$ cat config.mk
export PLATFORM = sky130hd
export DESIGN_NAME = muldiv_ctrl
export DESIGN_NICKNAME = d
export VERILOG_FILES = /design/src/rtl/muldiv_ctrl_pkg.sv /design/src/rtl/muldiv_ctrl.sv
export SDC_FILE = /design/constraint.sdc
export NUM_CORES = 1
export LEC_CHECK = 0
export ABC_CLOCK_PERIOD_IN_PS = 2300
export CAP_MARGIN = 25
export CELL_PAD_IN_SITES_DETAIL_PLACEMENT = 0
export CELL_PAD_IN_SITES_GLOBAL_PLACEMENT = 1
export CORE_ASPECT_RATIO = 0.5
export CORE_UTILIZATION = 34
export CTS_BUF_LIST = sky130_fd_sc_hd__clkbuf_4 sky130_fd_sc_hd__clkbuf_8 sky130_fd_sc_hd__clkbuf_16
export DETAILED_ROUTE_END_ITERATION = 10
export PLACE_DENSITY = 0.77
export SETUP_SLACK_MARGIN = 0.02
export SLEW_MARGIN = 15
export SYNTH_ARGS = -nofsm -noshare
export SYNTH_HDL_FRONTEND = slang
export SYNTH_SLANG_ARGS = --single-unit
$ cat constraint.sdc
create_clock -name clk -period 2.3 [get_ports clk]
set_input_delay 0.69 -clock clk [delete_from_list [all_inputs] [get_ports clk]]
set_output_delay 0.69 -clock clk [all_outputs]
set_load 0.01 [all_outputs]
$ cat src/rtl/muldiv_ctrl_pkg.sv
// ---------------------------------------------------------------------------
// muldiv_ctrl_pkg
// Shared definitions for the HI/LO multiply/divide sequencer:
//   - ALU opcodes reused from the core ALU (only ADD and SUB are issued)
//   - mul/div operation encodings (op[1] = signed, op[0] = divide)
//   - sequencer state encodings
//   - small decode helpers for the op field
// Build option: MULDIV_SIGNED_EN (see muldiv_ctrl.sv) enables the signed
// PRE/FIX states; the encodings below are always present.
// ---------------------------------------------------------------------------
package muldiv_ctrl_pkg;

    // Core ALU opcodes (same codes as the EX-stage ALU decoder).
    localparam logic [3:0] ALU_ADD = 4'b0010;
    localparam logic [3:0] ALU_SUB = 4'b0110;

    // Mul/div operation encodings.
    localparam logic [1:0] MD_MULTU = 2'b00;
    localparam logic [1:0] MD_DIVU  = 2'b01;
    localparam logic [1:0] MD_MULT  = 2'b10;
    localparam logic [1:0] MD_DIV   = 2'b11;

    localparam int unsigned MD_WIDTH = 32;
    localparam int unsigned MD_ITERS = 32;

    typedef enum logic [2:0] {
        ST_IDLE   = 3'd0,
        ST_RUN    = 3'd1,
        ST_PRE_A  = 3'd2,
        ST_PRE_B  = 3'd3,
        ST_FIX_LO = 3'd4,
        ST_FIX_HI = 3'd5
    } md_state_e;

    function automatic logic op_is_div(input logic [1:0] op);
        case (op)
            MD_DIVU, MD_DIV: return 1'b1;
            default:         return 1'b0;
        endcase
    endfunction

    function automatic logic op_is_signed(input logic [1:0] op);
        case (op)
            MD_MULT, MD_DIV: return 1'b1;
            default:         return 1'b0;
        endcase
    endfunction

endpackage

$ cat src/rtl/muldiv_ctrl.sv
// ---------------------------------------------------------------------------
// muldiv_ctrl
// Iterative HI/LO multiply/divide sequencer. Borrows the shared 32-bit ALU
// for one add/sub per cycle (shift-add multiply, restoring divide) and owns
// the architectural HI/LO registers.
//
// Ports
//   clk      in   clock, rising edge
//   rst_n    in   asynchronous active-low reset
//   start    in   launch op (sampled only in IDLE)
//   op       in   [1:0] 00 MULTU, 01 DIVU, 10 MULT, 11 DIV
//   rs_val   in   [31:0] multiplicand / dividend
//   rt_val   in   [31:0] multiplier / divisor
//   abort    in   kill in-flight op
//   wr_hi    in   MTHI write (IDLE and start=0 only)
//   wr_lo    in   MTLO write (IDLE and start=0 only)
//   wr_data  in   [31:0] data for wr_hi/wr_lo
//   alu_out  in   [31:0] shared ALU result
//   alu_req  out  controller owns the ALU (== busy)
//   alu_a    out  [31:0] ALU operand A
//   alu_b    out  [31:0] ALU operand B
//   alu_op   out  [3:0]  ALU opcode (ALU_ADD / ALU_SUB)
//   busy     out  op in flight
//   done     out  one-cycle pulse, hi/lo hold the new result
//   hi       out  [31:0] architectural HI
//   lo       out  [31:0] architectural LO
//
// Build option: define MULDIV_SIGNED_EN to honour op[1] (signed MULT/DIV via
// PRE_A/PRE_B operand negation and FIX_LO/FIX_HI result correction).
// Without it, MULT/DIV run as MULTU/DIVU.
//
// Working registers (shared between mul and div):
//   acc_q  : P_hi (mul) / remainder R (div)
//   wrk_q  : P_lo, initially the multiplier (mul) / quotient Q, initially
//            the dividend (div)
//   opnd_q : multiplicand (mul) / divisor (div)
// ---------------------------------------------------------------------------
module muldiv_ctrl
    import muldiv_ctrl_pkg::*;
(
    input  logic        clk,
    input  logic        rst_n,
    input  logic        start,
    input  logic [1:0]  op,
    input  logic [31:0] rs_val,
    input  logic [31:0] rt_val,
    input  logic        abort,
    input  logic        wr_hi,
    input  logic        wr_lo,
    input  logic [31:0] wr_data,
    input  logic [31:0] alu_out,
    output logic        alu_req,
    output logic [31:0] alu_a,
    output logic [31:0] alu_b,
    output logic [3:0]  alu_op,
    output logic        busy,
    output logic        done,
    output logic [31:0] hi,
    output logic [31:0] lo
);

    md_state_e   state_q, state_d;
    logic [4:0]  cnt_q, cnt_d;
    logic        is_div_q, is_div_d;
    logic [31:0] acc_q, acc_d;
    logic [31:0] wrk_q, wrk_d;
    logic [31:0] opnd_q, opnd_d;
    logic [31:0] hi_q, hi_d;
    logic [31:0] lo_q, lo_d;
    logic        done_q, done_d;

`ifdef MULDIV_SIGNED_EN
    logic        signed_q, signed_d;
    logic        neg_lo_q, neg_lo_d;    // negate LO (product / quotient)
    logic        neg_hi_q, neg_hi_d;    // negate HI (product / remainder)
    logic        lz_q, lz_d;            // magnitude LO was zero: carry into HI
`endif

    // One iteration of the shift-add / restoring-divide step.
    logic [31:0] r_sh;
    logic        take;
    logic        carry;
    logic [31:0] sum;
    logic [31:0] step_acc;
    logic [31:0] step_wrk;

    assign r_sh = {acc_q[30:0], wrk_q[31]};

    always_comb begin
        take     = 1'b0;
        carry    = 1'b0;
        sum      = acc_q;
        step_acc = acc_q;
        step_wrk = wrk_q;
        if (is_div_q) begin
            // acc_q[31] set means the 33-bit shifted remainder already
            // exceeds any 32-bit divisor.
            take     = acc_q[31] | (r_sh >= opnd_q);
            step_acc = take ? alu_out : r_sh;
            step_wrk = {wrk_q[30:0], take};
        end else begin
            if (wrk_q[0]) begin
                sum   = alu_out;
                carry = (alu_out < acc_q);
            end
            step_acc = {carry, sum[31:1]};
            step_wrk = {sum[0], wrk_q[31:1]};
        end
    end

    // ALU operand mux: combinational from state and working registers.
    always_comb begin
        alu_op = ALU_ADD;
        alu_a  = acc_q;
        alu_b  = opnd_q;
        if (is_div_q) begin
            alu_op = ALU_SUB;
            alu_a  = r_sh;
        end
`ifdef MULDIV_SIGNED_EN
        case (state_q)
            ST_PRE_A, ST_FIX_LO: begin
                alu_op = ALU_SUB;
                alu_a  = 32'd0;
                alu_b  = wrk_q;
            end
            ST_PRE_B: begin
                alu_op = ALU_SUB;
                alu_a  = 32'd0;
                alu_b  = opnd_q;
            end
            ST_FIX_HI: begin
                if (is_div_q) begin
                    alu_op = ALU_SUB;
                    alu_a  = 32'd0;
                    alu_b  = acc_q;
                end else begin
                    // Upper half of a 64-bit two's complement negate.
                    alu_op = ALU_ADD;
                    alu_a  = ~acc_q;
                    alu_b  = {31'd0, lz_q};
                end
            end
            default: ;
        endcase
`endif
    end

    // Next-state logic.
    always_comb begin
        state_d  = state_q;
        cnt_d    = cnt_q;
        is_div_d = is_div_q;
        acc_d    = acc_q;
        wrk_d    = wrk_q;
        opnd_d   = opnd_q;
        hi_d     = hi_q;
        lo_d     = lo_q;
        done_d   = 1'b0;
`ifdef MULDIV_SIGNED_EN
        signed_d = signed_q;
        neg_lo_d = neg_lo_q;
        neg_hi_d = neg_hi_q;
        lz_d     = lz_q;
`endif
        case (state_q)
            ST_IDLE: begin
                if (start) begin
                    is_div_d = op_is_div(op);
                    cnt_d    = 5'd0;
                    acc_d    = 32'd0;
                    if (op_is_div(op)) begin
                        wrk_d  = rs_val;
                        opnd_d = rt_val;
                    end else begin
                        wrk_d  = rt_val;
                        opnd_d = rs_val;
                    end
                    state_d = ST_RUN;
`ifdef MULDIV_SIGNED_EN
                    signed_d = op_is_signed(op);
                    neg_lo_d = rs_val[31] ^ rt_val[31];
                    // Remainder follows the dividend; product uses xor.
                    neg_hi_d = op_is_div(op) ? rs_val[31] : (rs_val[31] ^ rt_val[31]);
                    if (op_is_signed(op)) begin
                        state_d = ST_PRE_A;
                    end
`endif
                end else begin
                    if (wr_hi) hi_d = wr_data;
                    if (wr_lo) lo_d = wr_data;
                end
            end
            ST_RUN: begin
                acc_d = step_acc;
                wrk_d = step_wrk;
                cnt_d = cnt_q + 5'd1;
                if (cnt_q == 5'd31) begin
`ifdef MULDIV_SIGNED_EN
                    if (signed_q) begin
                        state_d = ST_FIX_LO;
                    end else begin
                        state_d = ST_IDLE;
                        hi_d    = step_acc;
                        lo_d    = step_wrk;
                        done_d  = 1'b1;
                    end
`else
                    state_d = ST_IDLE;
                    hi_d    = step_acc;
                    lo_d    = step_wrk;
                    done_d  = 1'b1;
`endif
                end
            end
`ifdef MULDIV_SIGNED_EN
            ST_PRE_A: begin
                if (wrk_q[31]) wrk_d = alu_out;
                state_d = ST_PRE_B;
            end
            ST_PRE_B: begin
                if (opnd_q[31]) opnd_d = alu_out;
                state_d = ST_RUN;
            end
            ST_FIX_LO: begin
                lz_d = (wrk_q == 32'd0);
                if (neg_lo_q) wrk_d = alu_out;
                state_d = ST_FIX_HI;
            end
            ST_FIX_HI: begin
                if (neg_hi_q) acc_d = alu_out;
                hi_d    = neg_hi_q ? alu_out : acc_q;
                lo_d    = wrk_q;
                done_d  = 1'b1;
                state_d = ST_IDLE;
            end
`endif
            default: state_d = ST_IDLE;
        endcase

        // A flush kills the in-flight op; a start in IDLE is a new op.
        if (abort && (state_q != ST_IDLE)) begin
            state_d = ST_IDLE;
            done_d  = 1'b0;
            hi_d    = hi_q;
            lo_d    = lo_q;
        end
    end

    always_ff @(posedge clk or negedge rst_n) begin
        if (!rst_n) begin
            state_q  <= ST_IDLE;
            cnt_q    <= 5'd0;
            is_div_q <= 1'b0;
            acc_q    <= 32'd0;
            wrk_q    <= 32'd0;
            opnd_q   <= 32'd0;
            hi_q     <= 32'd0;
            lo_q     <= 32'd0;
            done_q   <= 1'b0;
        end else begin
            state_q  <= state_d;
            cnt_q    <= cnt_d;
            is_div_q <= is_div_d;
            acc_q    <= acc_d;
            wrk_q    <= wrk_d;
            opnd_q   <= opnd_d;
            hi_q     <= hi_d;
            lo_q     <= lo_d;
            done_q   <= done_d;
        end
    end

`ifdef MULDIV_SIGNED_EN
    always_ff @(posedge clk or negedge rst_n) begin
        if (!rst_n) begin
            signed_q <= 1'b0;
            neg_lo_q <= 1'b0;
            neg_hi_q <= 1'b0;
            lz_q     <= 1'b0;
        end else begin
            signed_q <= signed_d;
            neg_lo_q <= neg_lo_d;
            neg_hi_q <= neg_hi_d;
            lz_q     <= lz_d;
        end
    end
`endif

    assign busy    = (state_q != ST_IDLE);
    assign alu_req = busy;
    assign done    = done_q;
    assign hi      = hi_q;
    assign lo      = lo_q;

endmodule

==> results.json <==
{
  "status": "finished with violations",
  "violations": "setup timing",
  "ctsLongestPathBuffers": 2,
  "drtIter0Drc": 831,
  "post_dp_cell_area_sq_um": 15450,
  "cts-root-buf": "clkbuf_16",
  "min_path_type": "in -> async",
  "drc": 0,
  "fin_skew_ns": 0.009981,
  "power_density_nw_per_um2": 1042,
  "num_antenna_cells": 0,
  "clk-insertion-delay-late_ns": 0.45,
  "num_rows": 46,
  "io_pins": 271,
  "vdd_ir_drop_max_mv": 0.5572,
  "grt_max_degree": 112,
  "final_area_sq_um": 17140,
  "period_needed_ns": 2.554,
  "hpwl_mm": 30.93,
  "grt_use_met3": 0.03472,
  "rsz0062_at_grt": "true",
  "drive_gt1_frac": 0.2310,
  "use_met2": 0.4353,
  "ys_types": 49,
  "layout.nets": 1924,
  "ys_warn_count": 0,
  "arrival_ns": 2.89,
  "clk_pin_slew_worst_paths_ns": 0.07,
  "areaGrowthSynthToFinish_pct": 51.84,
  "layout_common_cells": "227 x clkdlybuf4s50_1, 188 x nand2_1, 165 x dfrtp_1",
  "routed_wl_mm": 42.41,
  "cp_max_fo": 7,
  "multi_input_area_sq_um": 6834,
  "slew_violations": 0,
  "pre_cts_ws_ns": -0.5390,
  "drtAntennaViolNets": 0,
  "firstDrtPassIters": 5,
  "via_per_inst": 5.330,
  "p_leak_nw": 8.089,
  "synth-seq-cells": 168,
  "coreArea_sq_um": 32170,
  "hold_viol_final": 0,
  "die_x_um": 259.7,
  "finalSetupViolations": 82,
  "min_period_over_period": 1.111,
  "vias": 11560,
  "cp_data_required_time_ns": 2.64,
  "grt_pass1_vias": 11680,
  "final_util": 0.5329,
  "htreeDepth": 4,
  "antenna_found_initial": 0,
  "port_buffers": 266,
  "grt_pass1_wl_mm": 64.24,
  "grt_use_met1": 0.3006,
  "final_common_cell": "clkdlybuf4s50_1",
  "cp_top_family": "compound AO/OA/AOI/OAI gates",
  "worst_slack_ns": -0.2542,
  "grt_overflow": 0,
  "maxCapViolCount": 0,
  "wire_per_inst_um": 19.56,
  "cts_tree": "built",
  "ctsHoldBuffers": 0,
  "worstPathCellList": "inv_2 > ha_4 > nand2b_4 > a2111oi_4 > o21a_2 > o211ai_4 > a21oi_4 > buf_12 > buf_6 > mux2i_4 > o21ai_1",
  "cp_num_buf_inv": 3,
  "cts_buffers": 17,
  "die_h_um": 130.9,
  "power.total_mw": 17.87,
  "max-slew-margin-rel": 0.5618,
  "holdWs_ns": 0.1345,
  "cp_slowest_cell": "dfrtp_1",
  "crit_type": "reg -> reg",
  "initial_core_util": 0.3509,
  "track_usage": 0.2463,
  "fillers": 2907,
  "synth_area_per_cell_sq_um": 8.388,
  "slowest_delay_ns": 0.42,
  "grt.busiest_layer": "met2",
  "die_area_sq_um": 33990,
  "worst_pin_slew_ns": 0.6573,
  "cp-start-kind": "flip-flop",
  "synth_area_sq_um": 11290,
  "synth_cells": 1346,
  "max_clock_freq_mhz": 391.5,
  "seq_area_frac_synth": 0.3723,
  "clock-sinks": 168,
  "cp-end-kind": "flip-flop",
  "regArea_sq_um": 4213,
  "place_congestion": 0.8660
}
-- area by class of cell --
class,count,share of cell area
Clock inverter,13,0.008612
Inverter,97,0.02124
Clock buffer,19,0.02642
Timing Repair Buffer,457,0.2678
Sequential cell,168,0.2457
Multi-Input combinational cell,982,0.3986
Tap cell,432,0.03153
-- power breakdown --
part | switching [mW] | internal (mW) | total (mW)
clock network | 1.31 | 1.67 | 2.97
registers | 0.837 | 3.82 | 4.65
logic | 5.12 | 5.12 | 10.2
-- synthesized netlist by cell type, drive strengths merged --
library cell,count,area share
buf,30,0.017
a211o,30,0.023
o211a,30,0.027
nor2b,4,0.0022
ha,65,0.072
xor2,1,0.00078
dfrtp,168,0.37
a221oi,3,0.0034
nand2,208,0.069
and4,2,0.0016
nand3,34,0.015
o31a,1,0.00078
a31oi,2,0.0011
o2111ai,3,0.0039
or3,1,0.00055
a22o,2,0.0016
a21oi,117,0.053
inv,97,0.032
o21ai,173,0.077
nor3,2,0.0013
o21a,3,0.0021
a211oi,3,0.0020
o21bai,1,0.00067
mux2,33,0.033
mux2i,67,0.059
clkbuf,70,0.023
a21o,38,0.025
nand2b,41,0.023
xnor2,1,0.00078
o211ai,32,0.022
nand4,7,0.0039
conb,2,0.00067
and3,2,0.0011
nor2,72,0.024
a2111oi,1,0.0024
-- registers in the layout (all words and copies together), names as in the netlist --
name / count
cnt_q: 5
wrk_q: 32
lo: 32
hi: 32
alu_b: 32
state_q: 1
acc_q: 32
is_div_q: 1
done: 1
-- path summary, 6_finish.rpt --
| kind | end | depth (start not counted) | slack [ns] | from |
|---|---|---|---|---|
| max in group asynchronous | hi[10] | 2 | 1.51 | rst_n |
| max | acc_q[1] | 11 | -0.25 | wrk_q[31] |
| max reg2reg | acc_q[1] | 11 | -0.25 | wrk_q[31] |
| min | lo[10] | 1 | 0.13 | rst_n |
| min reg2reg | lo[9] | 1 | 0.48 | lo[9] |
| min in group clk | lo[9] | 1 | 0.48 | lo[9] |
-- logic make-up after synthesis --
family,synth area share
DFF,0.3723
other,0.0006651
AOI/OAI and AO/OA,0.2461
and+or+nand+nor,0.1422
adders and majority gates,0.07203
buffers and inverters,0.07281
muxes,0.09231
xor gates and xnor gates,0.001552
-- routing by layer --
layer | wire length [um] | share of wire
met3 | 1764 | 0.042
met1 | 17950 | 0.42
met2 | 21210 | 0.50
met5 | 0 | 0
met4 | 1492 | 0.035
-- through the flow --
stage                     setup TNS, ns  instances
after floorplan                       0       1347
final                            -13.17       2168
after CTS                        -11.27       2162
after global routing             -18.50       2168
after detailed placement         -16.37       2090
after global placement           -13.16       2090
-- timing repair --
item | in CTS | in global routing
pin swaps | 49 | 46
setup endpoints to repair | 101 | 123
buffers inserted | 34 | 7
cloned | 8 | 3
gates resized for setup | 255 | 77
(Power assumes the default switching activity.)
